<file path="src/rtl/hazard_fwd_ctrl_if.sv">
// Bundle of ID-stage source operands, pipeline destinations, MDU events and
// the forwarding/stall results exchanged with hazard_fwd_ctrl.
interface hazard_fwd_ctrl_if #(
  parameter int NUM_SRC = 2,
  parameter int REG_AW  = 5
);
  logic [NUM_SRC*REG_AW-1:0] id_rs_addr_i;
  logic [NUM_SRC-1:0]        id_rs_en_i;
  logic [REG_AW-1:0]         ex_rd_addr_i;
  logic                      ex_rd_en_i;
  logic                      ex_is_load_i;
  logic [REG_AW-1:0]         mem_rd_addr_i;
  logic                      mem_rd_en_i;
  logic [REG_AW-1:0]         wb_rd_addr_i;
  logic                      wb_rd_en_i;
  // mdu_issue_i / mdu_done_i are single-cycle strobes with no ready: each
  // cycle they are high counts as exactly one event, and there is no backpressure.
  logic                      mdu_issue_i;
  logic [REG_AW-1:0]         mdu_issue_rd_i;
  logic                      mdu_done_i;
  logic [REG_AW-1:0]         mdu_done_rd_i;
  logic                      flush_i;
  logic [NUM_SRC*2-1:0]      fwd_sel_o;
  logic                      stall_o;
  logic                      bubble_o;
  logic                      mdu_full_o;
  logic [1:0]                dbg_state_o;

  modport master (
    output id_rs_addr_i, id_rs_en_i, ex_rd_addr_i, ex_rd_en_i, ex_is_load_i,
           mem_rd_addr_i, mem_rd_en_i, wb_rd_addr_i, wb_rd_en_i,
           mdu_issue_i, mdu_issue_rd_i, mdu_done_i, mdu_done_rd_i, flush_i,
    input  fwd_sel_o, stall_o, bubble_o, mdu_full_o, dbg_state_o
  );

  modport slave (
    input  id_rs_addr_i, id_rs_en_i, ex_rd_addr_i, ex_rd_en_i, ex_is_load_i,
           mem_rd_addr_i, mem_rd_en_i, wb_rd_addr_i, wb_rd_en_i,
           mdu_issue_i, mdu_issue_rd_i, mdu_done_i, mdu_done_rd_i, flush_i,
    output fwd_sel_o, stall_o, bubble_o, mdu_full_o, dbg_state_o
  );
endinterface

</file>
<file path="src/rtl/hazard_fwd_ctrl.sv">
// Forwarding select, load-use bubble and MDU scoreboard stall control.
// Optional macro HAZARD_WB_BYPASS_EN: WB matches and MDU done-cycle results bypass as sel 10.
module hazard_fwd_ctrl #(
  parameter int NUM_SRC   = 2,
  parameter int REG_AW    = 5,
  parameter int LOAD_LAT  = 1,
  parameter int MDU_DEPTH = 2
) (
  input logic           clk,
  input logic           rst,
  hazard_fwd_ctrl_if.slave bus
);
  localparam int NREG = 1 << REG_AW;
  localparam int CW   = $clog2(MDU_DEPTH + 1);
  localparam logic [CW-1:0] CNT_MAX = CW'(MDU_DEPTH);
  localparam logic [2:0]    LU_INIT = 3'(LOAD_LAT - 1);

  localparam logic [1:0] SEL_RF  = 2'b00;
  localparam logic [1:0] SEL_EX  = 2'b01;
  localparam logic [1:0] SEL_MEM = 2'b11;
`ifdef HAZARD_WB_BYPASS_EN
  localparam logic [1:0] SEL_WB  = 2'b10;
`else
  localparam logic [1:0] SEL_WB  = SEL_RF;
`endif

  localparam logic [1:0] S_IDLE    = 2'd0;
  localparam logic [1:0] S_LU_WAIT = 2'd1;
  localparam logic [1:0] S_SB_WAIT = 2'd2;

  logic [1:0]      r_state;
  logic [2:0]      r_ctr;
  logic [NREG-1:0] r_pending;
  logic [CW-1:0]   r_cnt;
  logic            r_full;

  logic [1:0]      w_state_nxt;
  logic [2:0]      w_ctr_nxt;
  logic [NREG-1:0] w_pend_nxt;
  logic [CW-1:0]   w_cnt_nxt;
  logic            w_stall;
  logic            w_load_use;
  logic            w_sb_haz;
  logic [NUM_SRC*2-1:0] w_fwd_sel;

  logic [REG_AW-1:0] w_src_addr [NUM_SRC];
  logic [NUM_SRC-1:0] w_src_v;
  logic w_ex_v, w_mem_v, w_wb_v, w_issue_v, w_done_v;

  assign w_ex_v    = bus.ex_rd_en_i  && (bus.ex_rd_addr_i  != '0);
  assign w_mem_v   = bus.mem_rd_en_i && (bus.mem_rd_addr_i != '0);
  assign w_wb_v    = bus.wb_rd_en_i  && (bus.wb_rd_addr_i  != '0);
  // x0 never has an outstanding MDU op, so neither strobe counts for it.
  assign w_issue_v = bus.mdu_issue_i && (bus.mdu_issue_rd_i != '0);
  assign w_done_v  = bus.mdu_done_i  && (bus.mdu_done_rd_i  != '0);

  for (genvar g = 0; g < NUM_SRC; g++) begin : g_src
    assign w_src_addr[g] = bus.id_rs_addr_i[g*REG_AW +: REG_AW];
    assign w_src_v[g]    = bus.id_rs_en_i[g] && (w_src_addr[g] != '0);
  end

  always_comb begin
    w_fwd_sel  = '0;
    w_load_use = 1'b0;
    w_sb_haz   = 1'b0;
    for (int k = 0; k < NUM_SRC; k++) begin
      if (w_src_v[k]) begin
        if (w_ex_v && (w_src_addr[k] == bus.ex_rd_addr_i))
          w_fwd_sel[k*2 +: 2] = SEL_EX;
        else if (w_mem_v && (w_src_addr[k] == bus.mem_rd_addr_i))
          w_fwd_sel[k*2 +: 2] = SEL_MEM;
        else if (w_wb_v && (w_src_addr[k] == bus.wb_rd_addr_i))
          w_fwd_sel[k*2 +: 2] = SEL_WB;
        else if (w_done_v && (w_src_addr[k] == bus.mdu_done_rd_i))
          w_fwd_sel[k*2 +: 2] = SEL_WB;
        if (w_ex_v && bus.ex_is_load_i && (w_src_addr[k] == bus.ex_rd_addr_i))
          w_load_use = 1'b1;
        if (r_pending[w_src_addr[k]] &&
            !(w_done_v && (w_src_addr[k] == bus.mdu_done_rd_i)))
          w_sb_haz = 1'b1;
      end
    end
  end

  // SB_WAIT re-evaluates hazards exactly like IDLE so stall drops in the clearing cycle.
  always_comb begin
    w_state_nxt = r_state;
    w_ctr_nxt   = r_ctr;
    w_stall     = 1'b0;
    if (bus.flush_i) begin
      w_state_nxt = S_IDLE;
      w_ctr_nxt   = '0;
    end else begin
      case (r_state)
        S_LU_WAIT: begin
          w_stall   = 1'b1;
          w_ctr_nxt = r_ctr - 3'd1;
          if (r_ctr <= 3'd1) begin
            w_state_nxt = S_IDLE;
            w_ctr_nxt   = '0;
          end
        end
        default: begin
          w_state_nxt = S_IDLE;
          if (w_load_use) begin
            w_stall = 1'b1;
            if (LOAD_LAT > 1) begin
              w_state_nxt = S_LU_WAIT;
              w_ctr_nxt   = LU_INIT;
            end
          end else if (w_sb_haz) begin
            w_stall     = 1'b1;
            w_state_nxt = S_SB_WAIT;
          end
        end
      endcase
    end
  end

  // Set is applied after clear so a same-cycle issue/done of one rd stays pending.
  always_comb begin
    w_pend_nxt = r_pending;
    w_cnt_nxt  = r_cnt;
    if (w_done_v)  w_pend_nxt[bus.mdu_done_rd_i]  = 1'b0;
    if (w_issue_v) w_pend_nxt[bus.mdu_issue_rd_i] = 1'b1;
    case ({w_issue_v, w_done_v})
      2'b10:   if (r_cnt != CNT_MAX) w_cnt_nxt = r_cnt + 1'b1;
      2'b01:   if (r_cnt != '0)      w_cnt_nxt = r_cnt - 1'b1;
      default: w_cnt_nxt = r_cnt;
    endcase
  end

  always_ff @(posedge clk) begin
    if (rst) begin
      r_state   <= S_IDLE;
      r_ctr     <= '0;
      r_pending <= '0;
      r_cnt     <= '0;
      r_full    <= 1'b0;
    end else begin
      r_state   <= w_state_nxt;
      r_ctr     <= w_ctr_nxt;
      r_pending <= w_pend_nxt;
      r_cnt     <= w_cnt_nxt;
      r_full    <= (w_cnt_nxt == CNT_MAX);
    end
  end

  assign bus.fwd_sel_o   = w_fwd_sel;
  assign bus.stall_o     = w_stall;
  assign bus.bubble_o    = w_stall;
  assign bus.mdu_full_o  = r_full;
  assign bus.dbg_state_o = r_state;
endmodule
</file>
<file path="src/flat_wrapper.sv">
// flat-port wrapper written by rule: the top's interface ports become plain ports
module hazard_fwd_ctrl_flat 
#(
  parameter int NUM_SRC   = 2,
  parameter int REG_AW    = 5,
  parameter int LOAD_LAT  = 1,
  parameter int MDU_DEPTH = 2
)
  (clk, rst, bus_id_rs_addr_i, bus_id_rs_en_i, bus_ex_rd_addr_i, bus_ex_rd_en_i, bus_ex_is_load_i, bus_mem_rd_addr_i, bus_mem_rd_en_i, bus_wb_rd_addr_i, bus_wb_rd_en_i, bus_mdu_issue_i, bus_mdu_issue_rd_i, bus_mdu_done_i, bus_mdu_done_rd_i, bus_flush_i, bus_fwd_sel_o, bus_stall_o, bus_bubble_o, bus_mdu_full_o, bus_dbg_state_o);
  hazard_fwd_ctrl_if #(.NUM_SRC(NUM_SRC), .REG_AW(REG_AW)) bus_i ();
  input logic clk;
  input logic rst;
  input wire logic [$bits(bus_i.id_rs_addr_i)-1:0] bus_id_rs_addr_i;
  input wire logic [$bits(bus_i.id_rs_en_i)-1:0] bus_id_rs_en_i;
  input wire logic [$bits(bus_i.ex_rd_addr_i)-1:0] bus_ex_rd_addr_i;
  input wire logic [$bits(bus_i.ex_rd_en_i)-1:0] bus_ex_rd_en_i;
  input wire logic [$bits(bus_i.ex_is_load_i)-1:0] bus_ex_is_load_i;
  input wire logic [$bits(bus_i.mem_rd_addr_i)-1:0] bus_mem_rd_addr_i;
  input wire logic [$bits(bus_i.mem_rd_en_i)-1:0] bus_mem_rd_en_i;
  input wire logic [$bits(bus_i.wb_rd_addr_i)-1:0] bus_wb_rd_addr_i;
  input wire logic [$bits(bus_i.wb_rd_en_i)-1:0] bus_wb_rd_en_i;
  input wire logic [$bits(bus_i.mdu_issue_i)-1:0] bus_mdu_issue_i;
  input wire logic [$bits(bus_i.mdu_issue_rd_i)-1:0] bus_mdu_issue_rd_i;
  input wire logic [$bits(bus_i.mdu_done_i)-1:0] bus_mdu_done_i;
  input wire logic [$bits(bus_i.mdu_done_rd_i)-1:0] bus_mdu_done_rd_i;
  input wire logic [$bits(bus_i.flush_i)-1:0] bus_flush_i;
  output wire logic [$bits(bus_i.fwd_sel_o)-1:0] bus_fwd_sel_o;
  output wire logic [$bits(bus_i.stall_o)-1:0] bus_stall_o;
  output wire logic [$bits(bus_i.bubble_o)-1:0] bus_bubble_o;
  output wire logic [$bits(bus_i.mdu_full_o)-1:0] bus_mdu_full_o;
  output wire logic [$bits(bus_i.dbg_state_o)-1:0] bus_dbg_state_o;
  assign bus_i.id_rs_addr_i = bus_id_rs_addr_i;
  assign bus_i.id_rs_en_i = bus_id_rs_en_i;
  assign bus_i.ex_rd_addr_i = bus_ex_rd_addr_i;
  assign bus_i.ex_rd_en_i = bus_ex_rd_en_i;
  assign bus_i.ex_is_load_i = bus_ex_is_load_i;
  assign bus_i.mem_rd_addr_i = bus_mem_rd_addr_i;
  assign bus_i.mem_rd_en_i = bus_mem_rd_en_i;
  assign bus_i.wb_rd_addr_i = bus_wb_rd_addr_i;
  assign bus_i.wb_rd_en_i = bus_wb_rd_en_i;
  assign bus_i.mdu_issue_i = bus_mdu_issue_i;
  assign bus_i.mdu_issue_rd_i = bus_mdu_issue_rd_i;
  assign bus_i.mdu_done_i = bus_mdu_done_i;
  assign bus_i.mdu_done_rd_i = bus_mdu_done_rd_i;
  assign bus_i.flush_i = bus_flush_i;
  assign bus_fwd_sel_o = bus_i.fwd_sel_o;
  assign bus_stall_o = bus_i.stall_o;
  assign bus_bubble_o = bus_i.bubble_o;
  assign bus_mdu_full_o = bus_i.mdu_full_o;
  assign bus_dbg_state_o = bus_i.dbg_state_o;
  hazard_fwd_ctrl #(.NUM_SRC(NUM_SRC), .REG_AW(REG_AW), .LOAD_LAT(LOAD_LAT), .MDU_DEPTH(MDU_DEPTH)) u_core (.clk(clk), .rst(rst), .bus(bus_i));
endmodule
</file>
<file path="config.mk">
export PLATFORM = sky130hd
export DESIGN_NAME = hazard_fwd_ctrl_flat
export DESIGN_NICKNAME = d
export VERILOG_FILES = /design/src/rtl/hazard_fwd_ctrl_if.sv /design/src/rtl/hazard_fwd_ctrl.sv /design/src/flat_wrapper.sv
export SDC_FILE = /design/constraint.sdc
export NUM_CORES = 1
export LEC_CHECK = 0
export BUFFER_PORTS_ARGS = -buffer_cell sky130_fd_sc_hd__buf_4
export CELL_PAD_IN_SITES_DETAIL_PLACEMENT = 0
export CELL_PAD_IN_SITES_GLOBAL_PLACEMENT = 2
export CORE_ASPECT_RATIO = 1.4
export CORE_MARGIN = 4
export CORE_UTILIZATION = 25
export DETAILED_ROUTE_END_ITERATION = 16
export PLACE_DENSITY_LB_ADDON = 0.25
export SKIP_CTS_REPAIR_TIMING = 1
export SLEW_MARGIN = 20
export SYNTH_ARGS = -nofsm -noshare
export SYNTH_HDL_FRONTEND = slang
export SYNTH_SLANG_ARGS = --single-unit
</file>
<file path="constraint.sdc">
create_clock -name clk -period 6.6 [get_ports clk]
set_input_delay 1.32 -clock clk [delete_from_list [all_inputs] [get_ports clk]]
set_output_delay 1.32 -clock clk [all_outputs]
set_load 0.1 [all_outputs]
</file>
==> metrics.txt, run 1 <==
Ant. Diodes 0; synthesis-to-layout area growth 19.71%; share of layout cells above drive strength 1 between 20% and 30%; crit path kind primary input to primary output; Static Leak 0.001152 uW; clk buf depth 2; max_cap viols 0; CTS Buf Count 5; Routed WL a little under 9000 um; slowest CP cell or3_4; min Tclk post-route 4.629 ns; crit path to bus_stall_o; Mapped Area approximately 2700 sq um; CP top delay family simple AND/OR/NAND/NOR gates; Worst R2R Setup Slack 4.96 ns; highest cell delay on the worst timing path approximately 0.43 ns; worst relative slew slack about half; Final TNS setup 0 ns; pwr dens 195.1 nW/um^2; f_max around 220 MHz; GRT Util Overall between 10% and 20%; DRT Pass-1 Iters 4; DR WL/cell between 15 and 20 um; Setup WS pre-CTS 1.884 ns; NetSw 176.3 uW; io pins between 50 and 60; Seq pwr share a little over a third; Die Width 95.49 um; met1 Track Usage GR roughly 17%; syn nets 382; dpl hpwl between 6000 and 7000 um; cell count after synthesis roughly 330; Yosys warning count 0; GRT Residual Overflow 0; Avg Cell Area, Syn roughly 8.1 sq um; Final Max Slew Viols 0; Reg2Reg Depth 5; FF-to-FF End u_core.bus.dbg_state_o[1]; busiest grt layer met2; Chip Height approximately 130 um; reg-to-reg startpoint u_core.r_pending[11]; outcome completed; Reg area around 700 sq um; Final WS setup 1.971 ns; Synth cell types 45; clock sink count 36; via/cell ratio around 4.9; clk_skew about 0.007 ns; Tcrit/Tclk final a little over two thirds; nets approximately 400; DRC viols 0; clock share of power 43.0%; CP Data Required Time between 5 and 6 ns; Worst path depth 8; vias between 2000 and 2500; fraction of registers with async set/reset 0%; Arrival @ worst endpoint approximately 3.3 ns; initial antenna violation count 0; CP startpoint bus_mdu_done_rd_i[2]; placer congestion estimate approximately 0.74; vias in the first global route roughly 2500; Sw Ratio roughly 28%; CTS tree done; RSZ-0062 raised after global routing false; met2 global-route usage a little over a quarter; Reg clk slew, reported paths 0.06 ns; Layout fillers about 1100; area occupied by multi-input gates between 1500 and 2000 sq um; CORE AREA between 10000 and 15000 sq um; Initial DRC Count 59; largest net degree at the start of global routing 36; Least-Margin Pin Slew 0.7551 ns; VDD IR-drop max between 100 and 150 uV; Root Driver clkbuf_16; Final Hold Violating Endpoints 0; CP endpoint kind primary output; Combinational Power Share a little over a fifth; first-pass GRT wire length between 10000 and 15000 um; worst-path fanout max 10; sequential area share after synthesis between 20% and 30%; FP Rows between 40 and 50; clk_lat worst skew about 0.28 ns; Starting Density between 20 and 30%; Internal about 450 uW; endpoints failing setup 0; Setup crit start kind primary input; #FFs+latches synth 36; Post-synth EDFFs 0; die area between 10000 and 15000 sq um; main flop type after synthesis dfxtp_1; Hold Path Class flip-flop to flip-flop; GRT met3 Usage between 2 and 2.5%; number of routed nets with antenna violations 0; Crit path buffers/inverters 2; H-tree level count 2; CP cell instances buf_4, or3_4, o31ai_4, nor4_2, nor4_2, a32oi_1, a21oi_1, buf_4; number of I/O port buffers 47
## final cells by class
cell class	count	area share, %
Timing Repair Buffer	47	11.00
Sequential cell	36	22.47
Inverter	7	0.8194
Clock inverter	2	1.092
Multi-Input combinational cell	262	55.21
Clock buffer	6	4.019
Tap cell	138	5.384
## cells in the mapped netlist (2+ instances only)
master	n	area, sq um
nand2b_1	3	18.77
or3b_2	4	35.03
o21ai_1	9	45.04
mux2_1	2	22.52
nand3b_1	5	37.54
nor3_1	3	15.01
nor2b_1	9	56.30
and2_1	2	12.51
clkbuf_1	11	41.29
a21oi_1	34	170.2
a211oi_1	3	22.52
dfxtp_1	36	720.7
nand3_1	11	55.05
nor2_1	15	56.30
nor4_2	2	25.02
or4_1	3	22.52
mux4_2	6	135.1
buf_2	6	30.03
buf_6	6	67.56
nor4_1	3	18.77
mux2i_1	18	180.2
ha_1	5	62.56
a22oi_1	11	82.58
or3_1	2	12.51
nand2_1	40	150.1
buf_4	3	22.52
xnor2_1	18	157.7
inv_1	7	26.28
o21ai_0	27	135.1
xor2_1	12	105.1
## registers in the layout, summed over array words and instances, names as in the netlist
register and cells:
u_core.r_cnt 2, u_core.bus.mdu_full_o 1, u_core.r_pending 32, u_core.bus.dbg_state_o 1
## power by group through the flow
stage	sequential, uW	clock [uW]	combinational [uW]
finish	225	269	132
global route	225	288	144
CTS	225	278	134
detailed placement	229	0	134
global placement	229	0	134
floorplan	235	0	87.7
## worst min-delay path by stage
stage / from / endpoint / slack [ns] / depth (start not counted)
floorplan: u_core.r_pending[0] / u_core.r_pending[0] / 0.46 / 1
global placement: u_core.r_pending[17] / u_core.r_pending[17] / 0.48 / 2
detailed placement: u_core.r_pending[19] / u_core.r_pending[19] / 0.49 / 2
CTS: u_core.r_pending[19] / u_core.r_pending[19] / 0.50 / 2
global route: u_core.r_pending[0] / u_core.r_pending[0] / 0.52 / 1
finish: u_core.r_pending[0] / u_core.r_pending[0] / 0.49 / 1
## stage by stage
stage	hold WS (ns)	total power (uW)	std cells	cell area [sq um]	utilization (%)
finish	0.4935	625.7	498	3207	30.82
CTS	0.4965	636.7	498	3207	30.82
floorplan	0.4587	322.5	331	2679	-
detailed placement	0.4882	363.3	490	3043	29.24
global placement	0.4808	362.7	490	3043	29.24
global route	0.5167	656.9	498	3207	30.82
## worst reg2reg max path: cells and delay by family (launching register included)
family             cells  cell delay (ns)
DFF                    1             0.32
and+or+nand+nor        2             0.18
AOI/OAI and AO/OA      2             0.54
muxes                  1             0.48
## metal layers
layer	up-vias	part of all wire [%]
met5	-	0
met3	14	4.0
met2	50	52
met4	0	2.6
met1	1154	42
li1	1223	-
## layout by cell type, fill, tap and decap left out, types with 2 or more instances in the layout
cell	count
a211oi_1	3
a21oi_1	34
a22oi_1	11
and2_1	2
buf_4	47
clkbuf_16	5
dfxtp_1	36
ha_1	5
inv_1	7
mux2_1	2
mux2i_1	18
mux4_2	6
nand2_1	40
nand2b_1	3
nand3_1	11
nand3b_1	5
nor2_1	15
nor2b_1	9
nor3_1	3
nor4_1	3
nor4_2	2
o21ai_0	27
o21ai_1	9
or3_1	2
or3b_2	4
or4_1	3
xnor2_1	18
xor2_1	12
## cells by family (layout without fill, tap and decap cells)
logic type	Yosys count	after routing	share of synthesized area, %
other cells	1	1	0.1400
mux	26	26	12.61
buf+inv	33	62	7.006
compound gates	93	93	20.32
flops	36	36	26.90
simple gates	107	107	20.88
fa+ha+maj	5	5	2.335
xor+xnor	30	30	9.808
Power figures use the tool's default switching activity.
==> run 2: changes to the inputs <==
clock period = 4.1 ns   (was 6.6 ns; I/O delays follow)
==> metrics.txt, run 2 (same netlist as run 1, synthesis figures left out) <==
outcome completed; total power ~940 uW; io pins 55; worst-path fanout max 10; crit path to bus_stall_o; Worst R2R Setup Slack around 2.5 ns; pwr dens 291.7 nW/um^2; Root Driver clkbuf_16; Initial DRC Count 104; most frequent cells in the layout buf_4 (50), nand2_1 (40), dfxtp_1 (36); number of I/O port buffers 47; Ant. Diodes 0; largest net degree at the start of global routing 36; Final Max Slew Viols 0; synthesis-to-layout area growth 19.85%; Setup crit start kind primary input; vias roughly 2400; Reg clk slew, reported paths 0.05 ns; CTS tree done; die area 12460 sq um; RSZ-0062 raised after global routing false; Tcrit/Tclk final about nine tenths; GRT Residual Overflow 0; f_max approximately 270 MHz; DP Cell Count ~490; clk_skew 0.003661 ns; Final TNS setup 0 ns; reg-to-reg startpoint u_core.r_pending[23]; Internal 661.8 uW; H-tree level count 2; flip-flop count of the largest register after layout 32; endpoints failing setup 0; VDD IR-drop max 143.8 uV; CORE AREA ~10000 sq um; Combinational Power Share between 20% and 30%; Die Width approximately 95 um; Starting Density roughly a quarter; Routed WL just under 9000 um; FP Rows 44; max_cap viols 0; Hold Path Class flip-flop to flip-flop; design area 3211 sq um; crit path kind primary input to primary output; dpl hpwl about 6900 um; worst relative slew slack a little over half; clock sink count 36; Post-DP Area 3077 sq um; final cell count without fillers 500; CTS Buf Count 5; Sw Ratio around 30%; NetSw 274.9 uW; DRC viols 0; placer congestion estimate 0.7676; most common cell after layout, fill and taps aside buf_4; CP startpoint bus_mdu_done_rd_i[2]; top flop regs u_core.r_pending (32), u_core.r_cnt (2); initial antenna violation count 0; DR WL/cell approximately 17 um; number of routed nets with antenna violations 0; GRT Util Overall approximately 14%; via/cell ratio 4.828; clock share of power approximately two fifths; CP endpoint kind primary output; Seq pwr share approximately 39%; DRT Pass-1 Iters 5; FF-to-FF End u_core.bus.dbg_state_o[1]; clk buf depth 2; Final Hold Violating Endpoints 0; Static Leak 0.001153 uW; CP Data Required Time between 3 and 4 ns; nets approximately 410; share of layout cells above drive strength 1 around 21%; clk_lat worst skew 0.28 ns; Least-Margin Pin Slew between 0.7 and 0.8 ns; Arrival @ worst endpoint 2.82 ns; vias in the first global route ~2400; first-pass GRT wire length around 13000 um; Chip Height roughly 130 um; Largest Register u_core.r_pending; min Tclk post-route 3.639 ns; Reg2Reg Depth 7
run 2: cell types whose count changed in the layout (fill, tap and decap cells not counted):
| cell | previous run | this run |
|---|---|---|
| a21oi_4 | 0 | 1 |
| bufinv_16 | 1 | 0 |
| a21oi_1 | 34 | 33 |
| buf_4 | 47 | 50 |
run 2: worst min-delay path by stage:
stage / start / endpoint / slack [ns] / cells past startpoint
floorplan: u_core.r_pending[0] / u_core.r_pending[0] / 0.46 / 1
global placement: u_core.r_pending[17] / u_core.r_pending[17] / 0.48 / 2
detailed placement: u_core.r_pending[19] / u_core.r_pending[19] / 0.48 / 2
CTS: u_core.r_pending[19] / u_core.r_pending[19] / 0.49 / 2
global route: u_core.r_pending[28] / u_core.r_pending[28] / 0.52 / 2
finish: u_core.r_pending[0] / u_core.r_pending[0] / 0.49 / 1
run 2: area by class of cell:
type / instances / area [sq um]
Tap cell: 138 / 172.7
Clock inverter: 1 / 5.005
Multi-Input combinational cell: 262 / 1782
Timing Repair Buffer: 50 / 375.4
Clock buffer: 6 / 128.9
Inverter: 7 / 26.28
Fill cell: 1152 / 7194
Sequential cell: 36 / 720.7
run 2: through the flow:
stage	hold slack, ns	utilization [%]	setup slack (ns)
final	0.4901	30.86	0.4613
after global routing	0.5228	30.86	0.3516
after CTS	0.4921	30.86	0.4526
after detailed placement	0.4843	29.57	0.4518
after global placement	0.4830	29.57	0.4445
after floorplan	0.4587	-	0.03416
run 2: metal layers:
metal,track usage (%),wire length [um],up-vias
met2,27.59,4655,58
met5,0,0,-
li1,-,-,1233
met3,1.947,366,8
met1,16.52,3565,1115
met4,4.355,143,0
run 2: power groups by stage:
stage / clock [uW] / sequential, uW / combinational [uW]
floorplan: 0 / 378 / 143
global placement: 0 / 369 / 220
detailed placement: 0 / 369 / 221
CTS: 372 / 361 / 222
global route: 386 / 362 / 237
finish: 357 / 362 / 218
run 2: critical path: stages:
cell and delay, ns:
buf_4 0.16, or3_4 0.43, o31ai_4 0.31, nor4_2 0.11, nor4_2 0.27, a32oi_1 0.09
buf_4 0.17, a21oi_4 0.14, buf_4 0.30
